<file path="src/rtl/instr_sequencer.sv">
// Program sequencer: walks the instruction ROM from address 0 and latches
// each word into the instruction register. It then presents the decoded
// fields to the datapath over a valid/ready handshake, one instruction at a
// time, and parks in DONE after the last program word has been accepted.
module instr_sequencer #(
    parameter int ADDR_W   = 6,
    parameter int INSTR_W  = 26,
    parameter int PROG_LEN = 6
) (
    input  logic              clk,
    input  logic              rst,
    input  logic              start,
    output logic [ADDR_W-1:0] rom_addr,
    input  logic [INSTR_W-1:0] rom_data,
    output logic              issue_valid,
    input  logic              issue_ready,
    output logic [3:0]        src_a,
    output logic [3:0]        src_b,
    output logic [3:0]        dst,
    output logic              reg_we,
    output logic              imm_sel,
    output logic              aux,
    output logic [2:0]        alu_op,
    output logic [7:0]        imm,
    output logic              busy,
    output logic              done
);

    // Address of the final program word; reaching it ends the program
    // instead of incrementing, so the PC can never wrap.
    localparam logic [ADDR_W-1:0] LAST_PC = ADDR_W'(PROG_LEN - 1);

    typedef enum logic [1:0] {
        IDLE  = 2'd0,
        FETCH = 2'd1,
        ISSUE = 2'd2,
        DONE  = 2'd3
    } state_t;

    state_t              state_reg, state_next;
    logic [ADDR_W-1:0]   pc_reg, pc_next;
    logic [INSTR_W-1:0]  ir_reg;
    logic                ir_load;

    // State, program counter and instruction register.
    always_ff @(posedge clk or posedge rst) begin
        if (rst) begin
            state_reg <= IDLE;
            pc_reg    <= '0;
            ir_reg    <= '0;
        end else begin
            state_reg <= state_next;
            pc_reg    <= pc_next;
            if (ir_load) begin
                ir_reg <= rom_data;
            end
        end
    end

    // Next-state logic: fetch, issue until accepted, advance or finish.
    always_comb begin
        state_next = state_reg;
        pc_next    = pc_reg;
        ir_load    = 1'b0;
        case (state_reg)
            IDLE: begin
                if (start) begin
                    pc_next    = '0;
                    state_next = FETCH;
                end
            end
            FETCH: begin
                ir_load    = 1'b1;
                state_next = ISSUE;
            end
            ISSUE: begin
                if (issue_ready) begin
                    if (pc_reg == LAST_PC) begin
                        state_next = DONE;
                    end else begin
                        pc_next    = pc_reg + 1'b1;
                        state_next = FETCH;
                    end
                end
            end
            DONE: begin
                if (start) begin
                    pc_next    = '0;
                    state_next = FETCH;
                end
            end
            default: begin
                state_next = IDLE;
            end
        endcase
    end

    // issue_valid depends only on registered state, so there is no
    // combinational path from issue_ready back to issue_valid.
    assign issue_valid = (state_reg == ISSUE);
    assign busy        = (state_reg == FETCH) || (state_reg == ISSUE);
    assign done        = (state_reg == DONE);
    assign rom_addr    = pc_reg;

    // Field outputs hold the last IR value; only the write enable is gated
    // so the register file never sees a spurious write outside ISSUE.
    assign src_a   = ir_reg[25:22];
    assign src_b   = ir_reg[21:18];
    assign dst     = ir_reg[17:14];
    assign reg_we  = ir_reg[13] & issue_valid;
    assign imm_sel = ir_reg[12];
    assign aux     = ir_reg[11];
    assign alu_op  = ir_reg[10:8];
    assign imm     = ir_reg[7:0];

endmodule

</file>
<file path="config.mk">
export PLATFORM = sky130hd
export DESIGN_NAME = instr_sequencer
export DESIGN_NICKNAME = d
export VERILOG_FILES = /design/src/rtl/instr_sequencer.sv
export SDC_FILE = /design/constraint.sdc
export NUM_CORES = 1
export LEC_CHECK = 0
export BUFFER_PORTS_ARGS = -buffer_cell sky130_fd_sc_hd__buf_2
export CAP_MARGIN = 20
export CORE_UTILIZATION = 48
export CTS_BUF_LIST = sky130_fd_sc_hd__clkbuf_2
export DETAILED_ROUTE_END_ITERATION = 7
export PLACE_DENSITY = 0.88
export SLEW_MARGIN = 20
export SYNTH_ARGS = -nofsm -noshare
export SYNTH_HDL_FRONTEND = slang
export SYNTH_SLANG_ARGS = --single-unit
</file>
<file path="constraint.sdc">
create_clock -name clk -period 2 [get_ports clk]
set_input_delay 0.2 -clock clk [delete_from_list [all_inputs] [get_ports clk]]
set_output_delay 0.2 -clock clk [all_outputs]
set_load 0.01 [all_outputs]
</file>
# Word level (Yosys, flattened, before mapping)
# Cells that the tools add are included.
# totals
regBits	34
inputBits	30
output_inout_bits	35
word_cells	27
# classes
n_addsub	1
n_eq_ne	7
n_mux	9
bitwise	1
n_reduce_logical	6
# ops
operator	n
two-way mux 6 bit	3
case mux 6 bit (2 select lines)	1
adder 6 x 1 -> 6 bit, second input constant	1
== test 6 x 3 -> 1 bit, second input constant	1
two-way mux 2 bit	3
case mux 2 bit (3 select lines)	1
== test 2 bit, second input constant	2
inequality test 2 x 1 -> 1 bit, second input constant	2
AND reduction 4 bit	1
== test 2 x 1 -> 1 bit, second input constant	1
logical NOT 2 bit	1
inequality test 2 bit, second input constant	1
AND reduction 2 bit	1
nonzero test 2 bit	1
OR reduction 2 bit	1
AND 1 bit	1
logical OR 1 bit	1
two-way mux 1 bit	1

# Depth between registers and ports, before layout
# Gate-level depths: netlist of the first run.
# logic_depth
word_depth	4
depth_mapped	7
mapped_depth_nobuf	6

# Worst setup path after synthesis of the first run
# OpenSTA, ideal clock, no wires.
# synth_timing
kind	reg2reg
from	register state_reg[0]
to	register pc_reg[3] (netlist: rom_addr[3])
setup_ps	66
arrival_time_ps	1551
required_ps	1934
slack_ps	383
stages_incl_launch_ff	7
path_cell_list	dfrtp_1 > inv_1 > ha_1 > buf_6 > nand3b_4 > or4b_1 > nand2_1
# synth_via
elab_chain_len	4
# synth_lines
element	line	text
start: declaration	40	state_t state_reg, state_next;
start signal: assignment	52	state_reg <= state_next;
== test 2 bit / logical NOT 2 bit (equally long branches)	65	case (state_reg)
OR reduction 2 bit (no source line)	--	
inequality test 2 x 1 -> 1 bit (no source line) / nonzero test 2 bit (equally long branches)	--	
AND reduction 4 bit (no source line)	--	
end signal: assignment	53	pc_reg <= pc_next;
end: declaration	41	logic [ADDR_W-1:0] pc_reg, pc_next;
# Several ways; a longest one is shown, not always the timed one.
# A chain may end at the register's enable or synchronous reset.

# Worst setup path after layout of the first run
# layout_timing
from	register state_reg[0]
to	output reg_we
# layout_via
elab_chain_len	2
# layout_lines
element	line	text
== test 2 bit	100	assign issue_valid = (state_reg == ISSUE);
AND 1 bit	110	assign reg_we = ir_reg[13] & issue_valid;
end: declaration	20	output logic reg_we,
# No other way between the ends.

==> reports/results.txt, run 1 <==
Final antenna-violating net count = 0
Avg Cell Area, Syn = 12.8 sq um
Latest clock arrival within the worst-skew pair = 0.35 ns
Peak supply drop = 0.699 mV
Combinational Power Share = 52.2%
PD cells = 1560 mW/mm^2
P_sw = 1.14 mW
Clock Pin Slew Worst Setup and Hold Paths = 0.17 ns
Core Box Area = 0.00336 sq mm
Fillers = 313
Post-synth cell types = 30
Yosys reg bits = 34
Setup ws final = 0.278 ns
GRT Total Usage = 15.1%
GP Congestion = 0.847
Clk buf depth = 2
XOR/XNOR share of the synthesized area = 0%
Vias in the first global route = 871
Post-synthesis compound-gate area fraction = 6.95%
Leak = 1.00 nW
Post-synthesis mux area share = 19.0%
Cell Chain, Critical Path = inv_1, ha_2, and2_1, buf_2
Worst slack at placement = 0.226 ns
Share of layout cells above drive strength 1 = 59.1%
Drt first pass iters = 4
Initial Util = 50.8%
Slowest cell on crit path = dfrtp_1
Critical Path Source Type = register
Synth Area in Simple Gates = 7.39%
Syn nets = 169
Max stage delay on crit path = 0.45 ns
Final-report max-slew violation count = 0
TritonCTS clock tree = yes
RSZ-0062 raised after global routing = no
Most common cell after layout, fill and taps aside = buf_2
Switching share of total power = 37.3%
CP Buf/Inv Count = 2
Required time worst endpoint = 1.80 ns
Post-CTS setup buffer count = 0
Yosys warns = 0
Grt ovf = 0
Reg2reg start = state_reg[0]$_DFFE_PP0P_
Die Area = 0.00380 sq mm
Detailed placement HPWL = 2060 um
Post-Route WL = 2770 um
PortBufs = 64
Largest net degree at the start of global routing = 35
Crit. Startpoint = state_reg[0]$_DFFE_PP0P_
Ports = 65
Worst rel slew slack = 72.4%
First-pass GRT wire length = 3940 um
Max-cap violations = 0
Reg2Reg Depth = 5
CP top delay family = flip-flops
Fin crit period = 1.72 ns
Hold depth = 2
Crit. End Element = output pin
Sequential share of the synthesized area = 49.8%
Slew @ Worst Pin = 0.415 ns
Status = finished clean
Vias per cell = 4.92
Internal = 1.92 mW
Crit path max fanout = 10
Row cnt = 21
Die H = 61.7 um
Area delta synth->final = 14.6%
Cell area after synthesis = 0.00171 sq mm
DRC violations left = 0
Clk sink count = 34
Crit path depth = 4
Root Buffer = clkbuf_2
DR WL/cell = 12.2 um
CP Class = reg2out
Largest family of logic cells by synthesized area = multiplexers
Worst EP arrival = 1.52 ns
Post-synthesis adder-cell area fraction = 3.66%
# H-tree levels = 2
Min-Delay Startpoint = rom_data[4]
Setup Viol. Count Final = 0
Seq pwr share = 38.0%
Power share of the clock group = 9.8%
Worst Clk Skew = 0.0117 ns
Most frequent cells in the layout = buf_2, dfrtp_1, mux2_2
Mapped Cells = 134
EDFF count, synth = 0
F_max = 581 MHz
Num CTS Buffers = 5
# diodes = 0
Setup TNS = 0 ns
Most used DFF post-synth = dfrtp_1
Fin. Hold Viols = 0
Max reg flops = 26
Initial antenna violation count = 0
Tcrit/Tclk final = 86.1%
Vias = 1,117
Post-synth ARST share = 100%
Width of the die = 61.7 um
Nets = 215
Min-delay worst type = in2reg
DR iter-0 viols = 39
## power groups by stage
stage | Clock [mW] | Sequential (mW) | Combinational [mW]
3_5_place_dp | 0 | 1.18 | 1.61
2_1_floorplan | 0 | 1.17 | 1.44
4_1_cts | 0.313 | 1.17 | 1.61
3_3_place_gp | 0 | 1.16 | 1.57
5_1_grt | 0.341 | 1.21 | 1.76
6_report | 0.299 | 1.16 | 1.59
## cell families after synthesis
logic type               count (synthesis)
buffers and inverters                   33
AO/OA/AOI/OAI                           15
flip-flops                              34
AND/OR/NAND/NOR                         18
multiplexers                            29
adder cells (fa/ha/maj)                  5
## worst register-to-register path: cells and delay by family (launching register included)
| family | cells | cell delay, ns |
|---|---|---|
| simple gates | 3 | 0.78 |
| flops | 1 | 0.45 |
| fa+ha+maj | 1 | 0.34 |
| buf+inv | 1 | 0.08 |
## stage by stage
step | power [mW] | instances | area [sq um] | hold WS, ns | util [%]
2_1_floorplan | 2.61 | 134 | 1710 | 0.342 | -
3_3_place_gp | 2.73 | 218 | 1910 | 0.311 | 56.7
3_5_place_dp | 2.79 | 218 | 1910 | 0.315 | 56.7
4_1_cts | 3.09 | 227 | 1960 | 0.0322 | 58.2
5_1_grt | 3.32 | 227 | 1960 | 0.0105 | 58.3
6_report | 3.06 | 227 | 1960 | 0.0563 | 58.3
## synth_stat cells, types with 2 or more instances
cell / number / area [sq um]
dfrtp_1: 34 / 851
mux2_2: 27 / 304
buf_4: 24 / 180
ha_1: 5 / 62.6
inv_1: 5 / 18.8
o21ai_0: 5 / 25.0
nor2_1: 4 / 15.0
buf_2: 3 / 15.0
nand2_1: 3 / 11.3
nand3_1: 3 / 15.0
a21oi_1: 2 / 10.0
## repair_timing
action / in CTS / in global routing
hold buffers: 1 / 0
resized for setup: 0 / 1
hold endpoints to repair: 34 / 0
setup endpoints to repair: 0 / 1
## metal layers
metal	track usage (%)	up-vias	wire length [um]
met1	18.1	522	1260
met3	7.14	4	291
met4	6.67	0	29
met5	0	-	0
met2	23.3	61	1190
li1	-	530	-
## cell type report
cell class / count / area [sq um] / share of cell area [%]
repair buffers: 67 / 358 / 18.3
well taps: 46 / 57.6 / 2.94
flip-flops and latches: 34 / 851 / 43.4
inverters: 5 / 18.8 / 0.958
clock inverters: 2 / 8.76 / 0.447
clock buffers: 6 / 30.0 / 1.53
multi-input cells: 67 / 636 / 32.4
## path summary, 6_finish.rpt
kind	to	slack (ns)
setup / recovery	reg_we	0.28
hold / removal	ir_reg[4]$_DFFE_PP0N_	0.06
setup reg to reg	rom_addr[3]$_DFFE_PP0P_	0.31
hold reg to reg	ir_reg[16]$_DFFE_PP0N_	0.52
max in group asynchronous	ir_reg[15]$_DFFE_PP0N_	1.24
min in group asynchronous	ir_reg[0]$_DFFE_PP0N_	0.46
No activity file was read; power rests on OpenSTA's default activity.
==> run 2, diff against run 1 <==
CORE_ASPECT_RATIO = 0.9   (was not set)
SKIP_CTS_REPAIR_TIMING = 1   (was not set)
==> run 2 against run 1 <==
Maximum frequency decreased by 7.6%. Count of clock-buffer cells in the layout decreased by 1. Critical path depth unchanged. Non-clock buffer count increased by 1. Clock power decreased by 10%. Critical path type unchanged. Highest routed layer unchanged.
==> reports/results.txt, run 2 (synthesized netlist as in run 1, its figures left out) <==
Final-report max-slew violation count = 0 (unchanged)
R2R Path End = rom_addr[3]$_DFFE_PP0P_
DR iter-0 viols = 26 (-33%)
Internal = 1.87 mW (-2.5%)
Clock Pin Slew Worst Setup and Hold Paths = 0.15 ns (-0.02 ns)
Ports = 65 (unchanged)
TritonCTS clock tree = yes
Routed wire length on met2 = 1190 um (-0.34%)
Vias in the first global route = 984 (+13%)
Crit. End Element = output pin
Area of the multi-input gates = 633 sq um (-0.39%)
Worst Clk Skew = 0.0102 ns (-0.00154 ns)
DRC violations left = 0 (unchanged)
Fin. Hold Viols = 0 (unchanged)
RSZ-0062 raised after global routing = no
Vias per cell = 4.88 (-0.75%)
Die Area = 0.00380 sq mm (about the same)
Reg2reg start = state_reg[0]$_DFFE_PP0P_
Die H = 58.6 um (-5.0%)
Largest net degree at the start of global routing = 35 (unchanged)
DR WL/cell = 11.9 um (-2.2%)
Initial Util = 50.6% (-0.23 points)
Crit path max fanout = 10 (unchanged)
CP top delay family = adder cells
Clk buf depth = 2 (unchanged)
Fin crit period = 1.86 ns (+0.141 ns)
Status = finished clean
Dpl cell area = 0.00190 sq mm (-0.39%)
Max reg flops = 26 (unchanged)
Setup Viol. Count Final = 0 (unchanged)
Switching share of total power = 37.2% (-0.099 points)
Wire length on met3 = 209 um (-28%)
Required time worst endpoint = 1.80 ns (about the same)
Hold depth = 2 (unchanged)
CP Class = reg2out
Leak = 0.997 nW (-0.51%)
Peak supply drop = 0.528 mV (-24%)
Most common cell after layout, fill and taps aside = buf_2
Register area = 851 sq um (unchanged)
Cell Chain, Critical Path = inv_1, ha_1, and2_1, buf_2
Drt first pass iters = 4 (unchanged)
Width of the die = 64.9 um (+5.2%)
Clk sink count = 34 (unchanged)
PD cells = 1530 mW/mm^2 (-1.6%)
R2r setup slk = 0.19 ns (-0.12 ns)
Hold endpoint = ir_reg[19]$_DFFE_PP0N_
Initial antenna violation count = 0 (unchanged)
Seq pwr share = 38.9% (+0.9 points)
Share of layout cells above drive strength 1 = 58.3% (-0.78 points)
Core Box Area = 0.00338 sq mm (+0.45%)
Reg2Reg Depth = 5 (unchanged)
Min-Delay Startpoint = rom_data[19]
PortBufs = 64 (unchanged)
Slowest cell on crit path = ha_1
Grt ovf = 0 (unchanged)
# diodes = 0 (unchanged)
Power share of the clock group = 9.0% (-0.8 points)
Critical Path Source Type = register
First-pass GRT wire length = 4460 um (+13%)
Row cnt = 20 (-4.8%)
GRT Total Usage = 15.7% (+0.61 points)
Area delta synth->final = 13.5%
Latest clock arrival within the worst-skew pair = 0.35 ns (about the same)
Vias = 1,094 (-2.1%)
Most frequent cells in the layout = buf_2, dfrtp_1, mux2_2
Fin util = 57.4% (-0.85 points)
F_max = 537 MHz (-7.6%)
GP Congestion = 0.866 (+2.2%)
P_sw = 1.11 mW (-2.9%)
Combinational Power Share = 52.1% (about the same)
Fillers = 294 (-6.1%)
Final antenna-violating net count = 0 (unchanged)
# H-tree levels = 2 (unchanged)
Nets = 216 (+0.47%)
Slew @ Worst Pin = 0.506 ns (+0.0915 ns)
Top Metal Used = met4
Setup TNS = 0 ns (unchanged)
Worst EP arrival = 1.66 ns (+0.14 ns)
Max stage delay on crit path = 0.47 ns (+0.02 ns)
Detailed placement HPWL = 2030 um (-1.5%)
Post-Route WL = 2670 um (-3.5%)
Min-delay worst type = in2reg
Num CTS Buffers = 5 (unchanged)
Final instance area = 0.00194 sq mm (-1.0%)
Tcrit/Tclk final = 93.2% (+7.1 points)
CP Buf/Inv Count = 2 (unchanged)
Root Buffer = clkbuf_2
M1 WL = 1260 um (-0.32%)
Max-cap violations = 0 (unchanged)
Worst rel slew slack = 66.3% (-6.1 points)
[run 2: worst max-delay path by stage]
stage / from / end / cells past startpoint
after floorplan: state_reg[0]$_DFFE_PP0P_ / rom_addr[3]$_DFFE_PP0P_ / 6
after global placement: state_reg[0]$_DFFE_PP0P_ / rom_addr[1]$_DFFE_PP0P_ / 6
after detailed placement: state_reg[0]$_DFFE_PP0P_ / rom_addr[1]$_DFFE_PP0P_ / 6
after CTS: state_reg[0]$_DFFE_PP0P_ / reg_we / 4
after global routing: state_reg[0]$_DFFE_PP0P_ / reg_we / 4
final: state_reg[0]$_DFFE_PP0P_ / reg_we / 4
[run 2: area by class of cell]
class	instances	area share [%]
Clock buffer	5	1.29
Clock inverter	1	0.194
Inverter	5	0.968
Multi-Input combinational cell	67	32.6
Sequential cell	34	43.9
Tap cell	44	2.84
Timing Repair Buffer	68	18.2
[run 2: routing by layer]
layer	GRT usage, %	vias to the layer above
met4	5.40	0
met2	24.1	48
li1	-	534
met1	20.5	507
met5	0	-
met3	6.20	5
[run 2: power groups by stage]
stage | logic, mW | clock network [mW] | registers (mW)
final | 1.55 | 0.268 | 1.16
after global routing | 1.73 | 0.311 | 1.20
after CTS | 1.58 | 0.286 | 1.16
after detailed placement | 1.58 | 0 | 1.18
after global placement | 1.55 | 0 | 1.16
after floorplan | 1.44 | 0 | 1.17
[run 2: through the flow]
stage | hold WS, ns | std cells | power [mW] | worst slack (ns)
final | 0.0699 | 224 | 2.98 | 0.136
after global routing | 0.0286 | 224 | 3.24 | 0.000956
after CTS | -0.107 | 223 | 3.03 | 0.0806
after detailed placement | 0.310 | 217 | 2.76 | 0.203
after global placement | 0.317 | 217 | 2.71 | 0.281
after floorplan | 0.342 | 134 | 2.61 | 0.383
